File: src/rtl/ram_arbiter_2p_if.sv
// ram_arbiter_2p_if: requester-side bus of the two-port RAM arbiter (CPU on A, loader on B).
interface ram_arbiter_2p_if #(
    parameter int ADDR_W = 7,
    parameter int DATA_W = 16
);
    logic              a_req, a_we, a_gnt, a_rvalid;
    logic              b_req, b_we, b_gnt, b_rvalid;
    logic [ADDR_W-1:0] a_addr, b_addr;
    logic [DATA_W-1:0] a_wdata, b_wdata, rdata;

    modport master (
        output a_req, a_we, a_addr, a_wdata, b_req, b_we, b_addr, b_wdata,
        input  a_gnt, a_rvalid, b_gnt, b_rvalid, rdata
    );

    modport slave (
        input  a_req, a_we, a_addr, a_wdata, b_req, b_we, b_addr, b_wdata,
        output a_gnt, a_rvalid, b_gnt, b_rvalid, rdata
    );
endinterface

File: src/rtl/ram_arbiter_2p.sv
// ram_arbiter_2p: two-requester single-port RAM arbiter, IDLE/ACC/RSP sequencing.
// Define RAM_ARB_RR_EN for round-robin tie breaking; otherwise A has fixed priority.
module ram_arbiter_2p #(
    parameter int ADDR_W = 7,
    parameter int DATA_W = 16
) (
    input  logic              clk,
    input  logic              rst_n,
    ram_arbiter_2p_if.slave   bus,
    output logic              ram_read_en,
    output logic              ram_write_en,
    output logic [ADDR_W-1:0] ram_addr,
    output logic [DATA_W-1:0] ram_din,
    input  logic [DATA_W-1:0] ram_dout,
    output logic              busy
);
    localparam logic [1:0] IDLE = 2'd0;
    localparam logic [1:0] ACC  = 2'd1;
    localparam logic [1:0] RSP  = 2'd2;

    logic [1:0]        state;
    logic              win_b;
    logic              pick_b;
    logic [DATA_W-1:0] rdata_q;

`ifdef RAM_ARB_RR_EN
    logic prefer_b;
    always_comb pick_b = bus.b_req && (!bus.a_req || prefer_b);
`else
    always_comb pick_b = bus.b_req && !bus.a_req;
`endif

    assign busy         = state != IDLE;
    assign bus.a_rvalid = state == RSP && !win_b;
    assign bus.b_rvalid = state == RSP && win_b;
    // read data is only steered from the RAM during RSP and held afterwards
    assign bus.rdata    = state == RSP ? ram_dout : rdata_q;

    always_ff @(posedge clk or negedge rst_n) begin
        if (!rst_n) begin
            state        <= IDLE;
            win_b        <= 1'b0;
            bus.a_gnt    <= 1'b0;
            bus.b_gnt    <= 1'b0;
            ram_read_en  <= 1'b0;
            ram_write_en <= 1'b0;
            ram_addr     <= '0;
            ram_din      <= '0;
            rdata_q      <= '0;
`ifdef RAM_ARB_RR_EN
            prefer_b     <= 1'b0;
`endif
        end else begin
            bus.a_gnt    <= 1'b0;
            bus.b_gnt    <= 1'b0;
            ram_read_en  <= 1'b0;
            ram_write_en <= 1'b0;
            case (state)
                IDLE: if (bus.a_req || bus.b_req) begin
                    state        <= ACC;
                    win_b        <= pick_b;
                    bus.a_gnt    <= !pick_b;
                    bus.b_gnt    <= pick_b;
                    ram_addr     <= pick_b ? bus.b_addr : bus.a_addr;
                    ram_din      <= pick_b ? bus.b_wdata : bus.a_wdata;
                    ram_write_en <= pick_b ? bus.b_we : bus.a_we;
                    ram_read_en  <= pick_b ? !bus.b_we : !bus.a_we;
`ifdef RAM_ARB_RR_EN
                    prefer_b     <= !pick_b;
`endif
                end
                ACC:     state <= ram_write_en ? IDLE : RSP;
                RSP: begin
                    state   <= IDLE;
                    rdata_q <= ram_dout;
                end
                default: state <= IDLE;
            endcase
        end
    end
endmodule

File: src/flat_wrapper.sv
// flat-port wrapper written by rule: the top's interface ports become plain ports
module ram_arbiter_2p_flat 
#(
    parameter int ADDR_W = 7,
    parameter int DATA_W = 16
)
  (clk, rst_n, ram_read_en, ram_write_en, ram_addr, ram_din, ram_dout, busy, bus_a_req, bus_a_we, bus_a_addr, bus_a_wdata, bus_b_req, bus_b_we, bus_b_addr, bus_b_wdata, bus_a_gnt, bus_a_rvalid, bus_b_gnt, bus_b_rvalid, bus_rdata);
  ram_arbiter_2p_if #(.ADDR_W(ADDR_W), .DATA_W(DATA_W)) bus_i ();
  input  logic clk;
  input  logic rst_n;
  output logic ram_read_en;
  output logic ram_write_en;
  output logic [ADDR_W-1:0] ram_addr;
  output logic [DATA_W-1:0] ram_din;
  input  logic [DATA_W-1:0] ram_dout;
  output logic busy;
  input wire logic [$bits(bus_i.a_req)-1:0] bus_a_req;
  input wire logic [$bits(bus_i.a_we)-1:0] bus_a_we;
  input wire logic [$bits(bus_i.a_addr)-1:0] bus_a_addr;
  input wire logic [$bits(bus_i.a_wdata)-1:0] bus_a_wdata;
  input wire logic [$bits(bus_i.b_req)-1:0] bus_b_req;
  input wire logic [$bits(bus_i.b_we)-1:0] bus_b_we;
  input wire logic [$bits(bus_i.b_addr)-1:0] bus_b_addr;
  input wire logic [$bits(bus_i.b_wdata)-1:0] bus_b_wdata;
  output wire logic [$bits(bus_i.a_gnt)-1:0] bus_a_gnt;
  output wire logic [$bits(bus_i.a_rvalid)-1:0] bus_a_rvalid;
  output wire logic [$bits(bus_i.b_gnt)-1:0] bus_b_gnt;
  output wire logic [$bits(bus_i.b_rvalid)-1:0] bus_b_rvalid;
  output wire logic [$bits(bus_i.rdata)-1:0] bus_rdata;
  assign bus_i.a_req = bus_a_req;
  assign bus_i.a_we = bus_a_we;
  assign bus_i.a_addr = bus_a_addr;
  assign bus_i.a_wdata = bus_a_wdata;
  assign bus_i.b_req = bus_b_req;
  assign bus_i.b_we = bus_b_we;
  assign bus_i.b_addr = bus_b_addr;
  assign bus_i.b_wdata = bus_b_wdata;
  assign bus_a_gnt = bus_i.a_gnt;
  assign bus_a_rvalid = bus_i.a_rvalid;
  assign bus_b_gnt = bus_i.b_gnt;
  assign bus_b_rvalid = bus_i.b_rvalid;
  assign bus_rdata = bus_i.rdata;
  ram_arbiter_2p #(.ADDR_W(ADDR_W), .DATA_W(DATA_W)) u_core (.clk(clk), .rst_n(rst_n), .bus(bus_i), .ram_read_en(ram_read_en), .ram_write_en(ram_write_en), .ram_addr(ram_addr), .ram_din(ram_din), .ram_dout(ram_dout), .busy(busy));
endmodule
File: config.mk
export PLATFORM = sky130hd
export DESIGN_NAME = ram_arbiter_2p_flat
export DESIGN_NICKNAME = d
export VERILOG_FILES = /design/src/rtl/ram_arbiter_2p_if.sv /design/src/rtl/ram_arbiter_2p.sv /design/src/flat_wrapper.sv
export SDC_FILE = /design/constraint.sdc
export NUM_CORES = 1
export LEC_CHECK = 0
export BUFFER_PORTS_ARGS = -buffer_cell sky130_fd_sc_hd__buf_2
export CAP_MARGIN = 40
export CELL_PAD_IN_SITES_DETAIL_PLACEMENT = 1
export CELL_PAD_IN_SITES_GLOBAL_PLACEMENT = 1
export CORE_MARGIN = 5
export CORE_UTILIZATION = 36
export CTS_BUF_LIST = sky130_fd_sc_hd__clkbuf_8
export DETAILED_ROUTE_END_ITERATION = 8
export MAX_ROUTING_LAYER = met4
export PLACE_DENSITY = 0.91
export SLEW_MARGIN = 0
export SYNTH_ARGS = -nofsm -noshare
export SYNTH_HDL_FRONTEND = slang
export SYNTH_SLANG_ARGS = --single-unit
export TNS_END_PERCENT = 1
File: constraint.sdc
create_clock -name clk -period 1.8 [get_ports clk]
set_input_delay 0.18 -clock clk [delete_from_list [all_inputs] [get_ports clk]]
set_output_delay 0.18 -clock clk [all_outputs]
set_load 0.02 [all_outputs]
==> impl_summary.log <==
INFO  metric mappedNetlistNets = 199
INFO  metric synth-seq-area-share = 53.24%
INFO  metric fin_worst_skew = 8.226 ps
INFO  metric rsz_0062_raised_after_global_routing = yes
INFO  metric max_freq = 569.9 MHz
INFO  metric power.combinational.fraction = 52.8%
INFO  metric post-cts-setup-buffer-count = 0
INFO  metric worstPathRequired = 1620 ps
INFO  metric clock_transition_at_the_registers_of_the_reported_paths = 80 ps
INFO  metric detail_route.wl_per_cell = 16.47 um
INFO  metric root_cell_of_the_clock_tree = sky130_fd_sc_hd__clkbuf_8
INFO  metric setup_viol = 0
INFO  metric hp-class = in -> reg
INFO  metric postSynthRegisterBits = 46
INFO  metric tritoncts = done
INFO  metric drive_gt1_share = 76.49%
INFO  metric grt_max_degree = 26
INFO  metric drt_pre_antenna_iters = 3
INFO  metric placedCellCount = 317
INFO  metric fill_cells = 639
INFO  metric non_filler_cells_final = 326
INFO  metric post_synth_instance_area = 2162 um^2
INFO  metric final_min_period_over_clock_period = 97.49%
INFO  metric layout-area-overhead-vs-synth = 37.09%
INFO  metric postSynthCellCount = 131
INFO  metric sequentialPowerShare = 33.1%
INFO  metric worstSetupEndpointType = output port
INFO  metric antenna_violations_before_repair = 0
INFO  metric ioPinCount = 114
INFO  metric power-per-cell-area = 1823 nW/um^2
INFO  metric combined_global_route_utilization_of_all_metal_layers = 14.42%
INFO  metric chipWidth = 87.50 um
INFO  metric proportion_of_total_power_due_to_net_switching = 37.99%
INFO  metric finalWeightedCongestion = 0.6542
INFO  metric run_status = complete, no violations
INFO  metric synth_top_flop_cell = sky130_fd_sc_hd__dfrtp_1
INFO  metric synth_cell_types = 17
INFO  metric insertedDiodeCount = 0
INFO  metric worstSetupPathType = reg -> out
INFO  metric rows = 28
INFO  metric worst-endpoint-arrival = 1570 ps
INFO  metric final.min_clock_period = 1755 ps
INFO  metric final_nets = 319
INFO  metric power.static_leakage = 1.560 nW
INFO  metric cell_internal_pwr = 3.350 mW
INFO  metric io_buffers = 113
INFO  metric asyncSetResetFlopFracSynth = 100.0%
INFO  metric ys.warnings.count = 0
INFO  metric grt_pass1_vias = 1666
INFO  metric vias_per_cell = 4.641
INFO  metric final.setup.tns = 0 ps
INFO  metric grt_pass1_wl = 8.238 mm
INFO  metric fp.dieH = 87.50 um
INFO  metric crit_fanout = 9
INFO  metric timing.critical_path.from_type = flop
INFO  metric total_cts_buffers = 5
INFO  metric routed_wirelength = 5.370 mm
INFO  metric fp.dieArea = 7655 um^2
INFO  metric timing_max_transition_violations_final = 0
INFO  metric power_frac_clock = 14.1%
INFO  metric multi_input_area = 933.4 um^2
INFO  metric power.net_switching = 2.053 mW
INFO  metric grt_residual_overflow = 0
INFO  metric postRouteAntennaNets = 0
INFO  metric htreeDepth = 2
INFO  metric worst_ir_drop_vdd = 0.0006511 V
INFO  metric clock_path_buffers = 2
INFO  metric relative_slew_margins = 65.11%
INFO  metric number_of_enable_type_register_cells_in_the_synthesized_netlist = 0
INFO  metric cap_violations = 0
INFO  metric clkSinkCount = 46
INFO  metric start_util = 36.73%
INFO  metric tightest_slew = 523.4 ps
INFO  metric remaining_drc_errors = 0
INFO  metric clkLatencyLatePin = 290 ps
INFO  metric first_iter_violations = 40
INFO  metric hold_viol_final = 0
INFO  metric dp_hpwl = 4.341 mm
INFO  metric register_area = 1151 um^2
INFO  metric fp.coreArea = 5886 um^2
INFO  metric post_synth.cell_area_avg = 16.50 um^2
INFO  metric vias = 1513
-- routing by layer --
layer | global-route usage, % | wire length (um) | part of all wire [%] | vias up
li1 | - | - | - | 693
met1 | 17.06 | 2103 | 39 | 747
met2 | 25.00 | 2856 | 53 | 67
met3 | 3.406 | 370 | 6.9 | 6
met4 | 2.929 | 39 | 0.73 | 0
met5 | - | 0 | 0 | -
-- kinds of logic after synthesis --
logic type,share of synthesized area [%]
DFF,53.24
muxes,39.00
and+or+nand+nor,2.952
buffers and inverters,4.224
AOI/OAI and AO/OA,0.5786
-- state kept, by name, indices dropped and copies added, names as in the netlist --
signal and cells:
u_core.ram_addr 7, u_core.state 2, u_core.bus.b_gnt 1, u_core.ram_read_en 1, u_core.win_b 1, u_core.rdata_q 16, u_core.bus.a_gnt 1, u_core.ram_din 16
u_core.ram_write_en 1
-- critical path, cell delays in order, from the launching register on --
cell and delay (ps):
sky130_fd_sc_hd__dfrtp_1 430, sky130_fd_sc_hd__nor2b_4 170, sky130_fd_sc_hd__buf_6 170, sky130_fd_sc_hd__mux2_2 360
sky130_fd_sc_hd__buf_2 160
-- power by group through the flow --
stage          sequential (mW)  combinational, mW  clock, mW
6_report                  1.79               2.85      0.764
5_1_grt                   1.85               3.03      0.836
4_1_cts                   1.79               2.78      0.796
3_5_place_dp              1.80               2.77          0
3_3_place_gp              1.77               2.68          0
2_1_floorplan             2.11               1.58          0
-- layout make-up --
cell class / count / share of cell area [%]
clock buffers: 6 / 2.786
inverters: 1 / 0.1266
repair buffers: 121 / 22.58
multi-input cells: 76 / 31.49
clock inverters: 1 / 1.013
flip-flops and latches: 46 / 38.83
well taps: 75 / 3.166
-- cells in the final DEF (no fill, tap or decap), drive strengths merged --
| cell type | Yosys | final |
|---|---|---|
| a21oi | 1 | 1 |
| dlygate4sd3 | 0 | 1 |
| clkbuf | 0 | 6 |
| nand2b | 1 | 1 |
| mux2i | 1 | 1 |
| o21a | 1 | 1 |
| bufinv | 0 | 1 |
| buf | 8 | 120 |
| and2 | 3 | 3 |
| mux2 | 62 | 62 |
| nor2 | 3 | 3 |
| nor3b | 1 | 1 |
| dfrtp | 46 | 46 |
| inv | 1 | 1 |
| nor2b | 3 | 3 |
-- path summary, 6_finish.rpt --
kind                                     start            endpoint  slack (ps)  depth (start not counted)
max in group asynchronous                rst_n   u_core.ram_din[8]         880                          3
min                                ram_dout[2]   u_core.rdata_q[2]         140                          2
max                            u_core.state[0]       bus_rdata[10]          50                          4
min in group asynchronous                rst_n  u_core.ram_read_en         410                          2
min reg2reg                u_core.ram_write_en     u_core.state[1]         450                          1
max reg2reg                    u_core.state[0]   u_core.ram_din[2]         280                          4
-- synthesized netlist by cell type, types with 2 or more instances --
master	n	area, um^2
sky130_fd_sc_hd__buf_6	2	22.52
sky130_fd_sc_hd__nor2_1	3	11.26
sky130_fd_sc_hd__dfrtp_1	46	1151
sky130_fd_sc_hd__buf_12	2	40.04
sky130_fd_sc_hd__and2_1	2	12.51
sky130_fd_sc_hd__mux2_4	36	540.5
sky130_fd_sc_hd__mux2_2	26	292.8
sky130_fd_sc_hd__buf_4	2	15.01
sky130_fd_sc_hd__nor2b_1	3	18.77
sky130_fd_sc_hd__buf_2	2	10.01
-- timing repair --
action,in CTS,in global routing
resized for setup,1,14
hold endpoints to repair,21,0
gates cloned,0,1
hold buffers,1,0
endpoints found under the setup margin,16,16
-- per-stage QoR --
step | total power [mW] | setup slack (ps) | hold WS (ps) | utilization, % | area [um^2]
finish | 5.403 | 45.20 | 138.3 | 50.36 | 2964
global placement | 4.445 | 348.2 | 170.6 | 47.47 | 2794
detailed placement | 4.572 | 315.9 | 182.8 | 47.47 | 2794
floorplan | 3.688 | 349.7 | -115.6 | - | 2162
CTS | 5.364 | 7.860 | 120.1 | 49.62 | 2920
global route | 5.720 | -28.24 | 125.9 | 50.36 | 2964
Power figures use the tool's default switching activity.
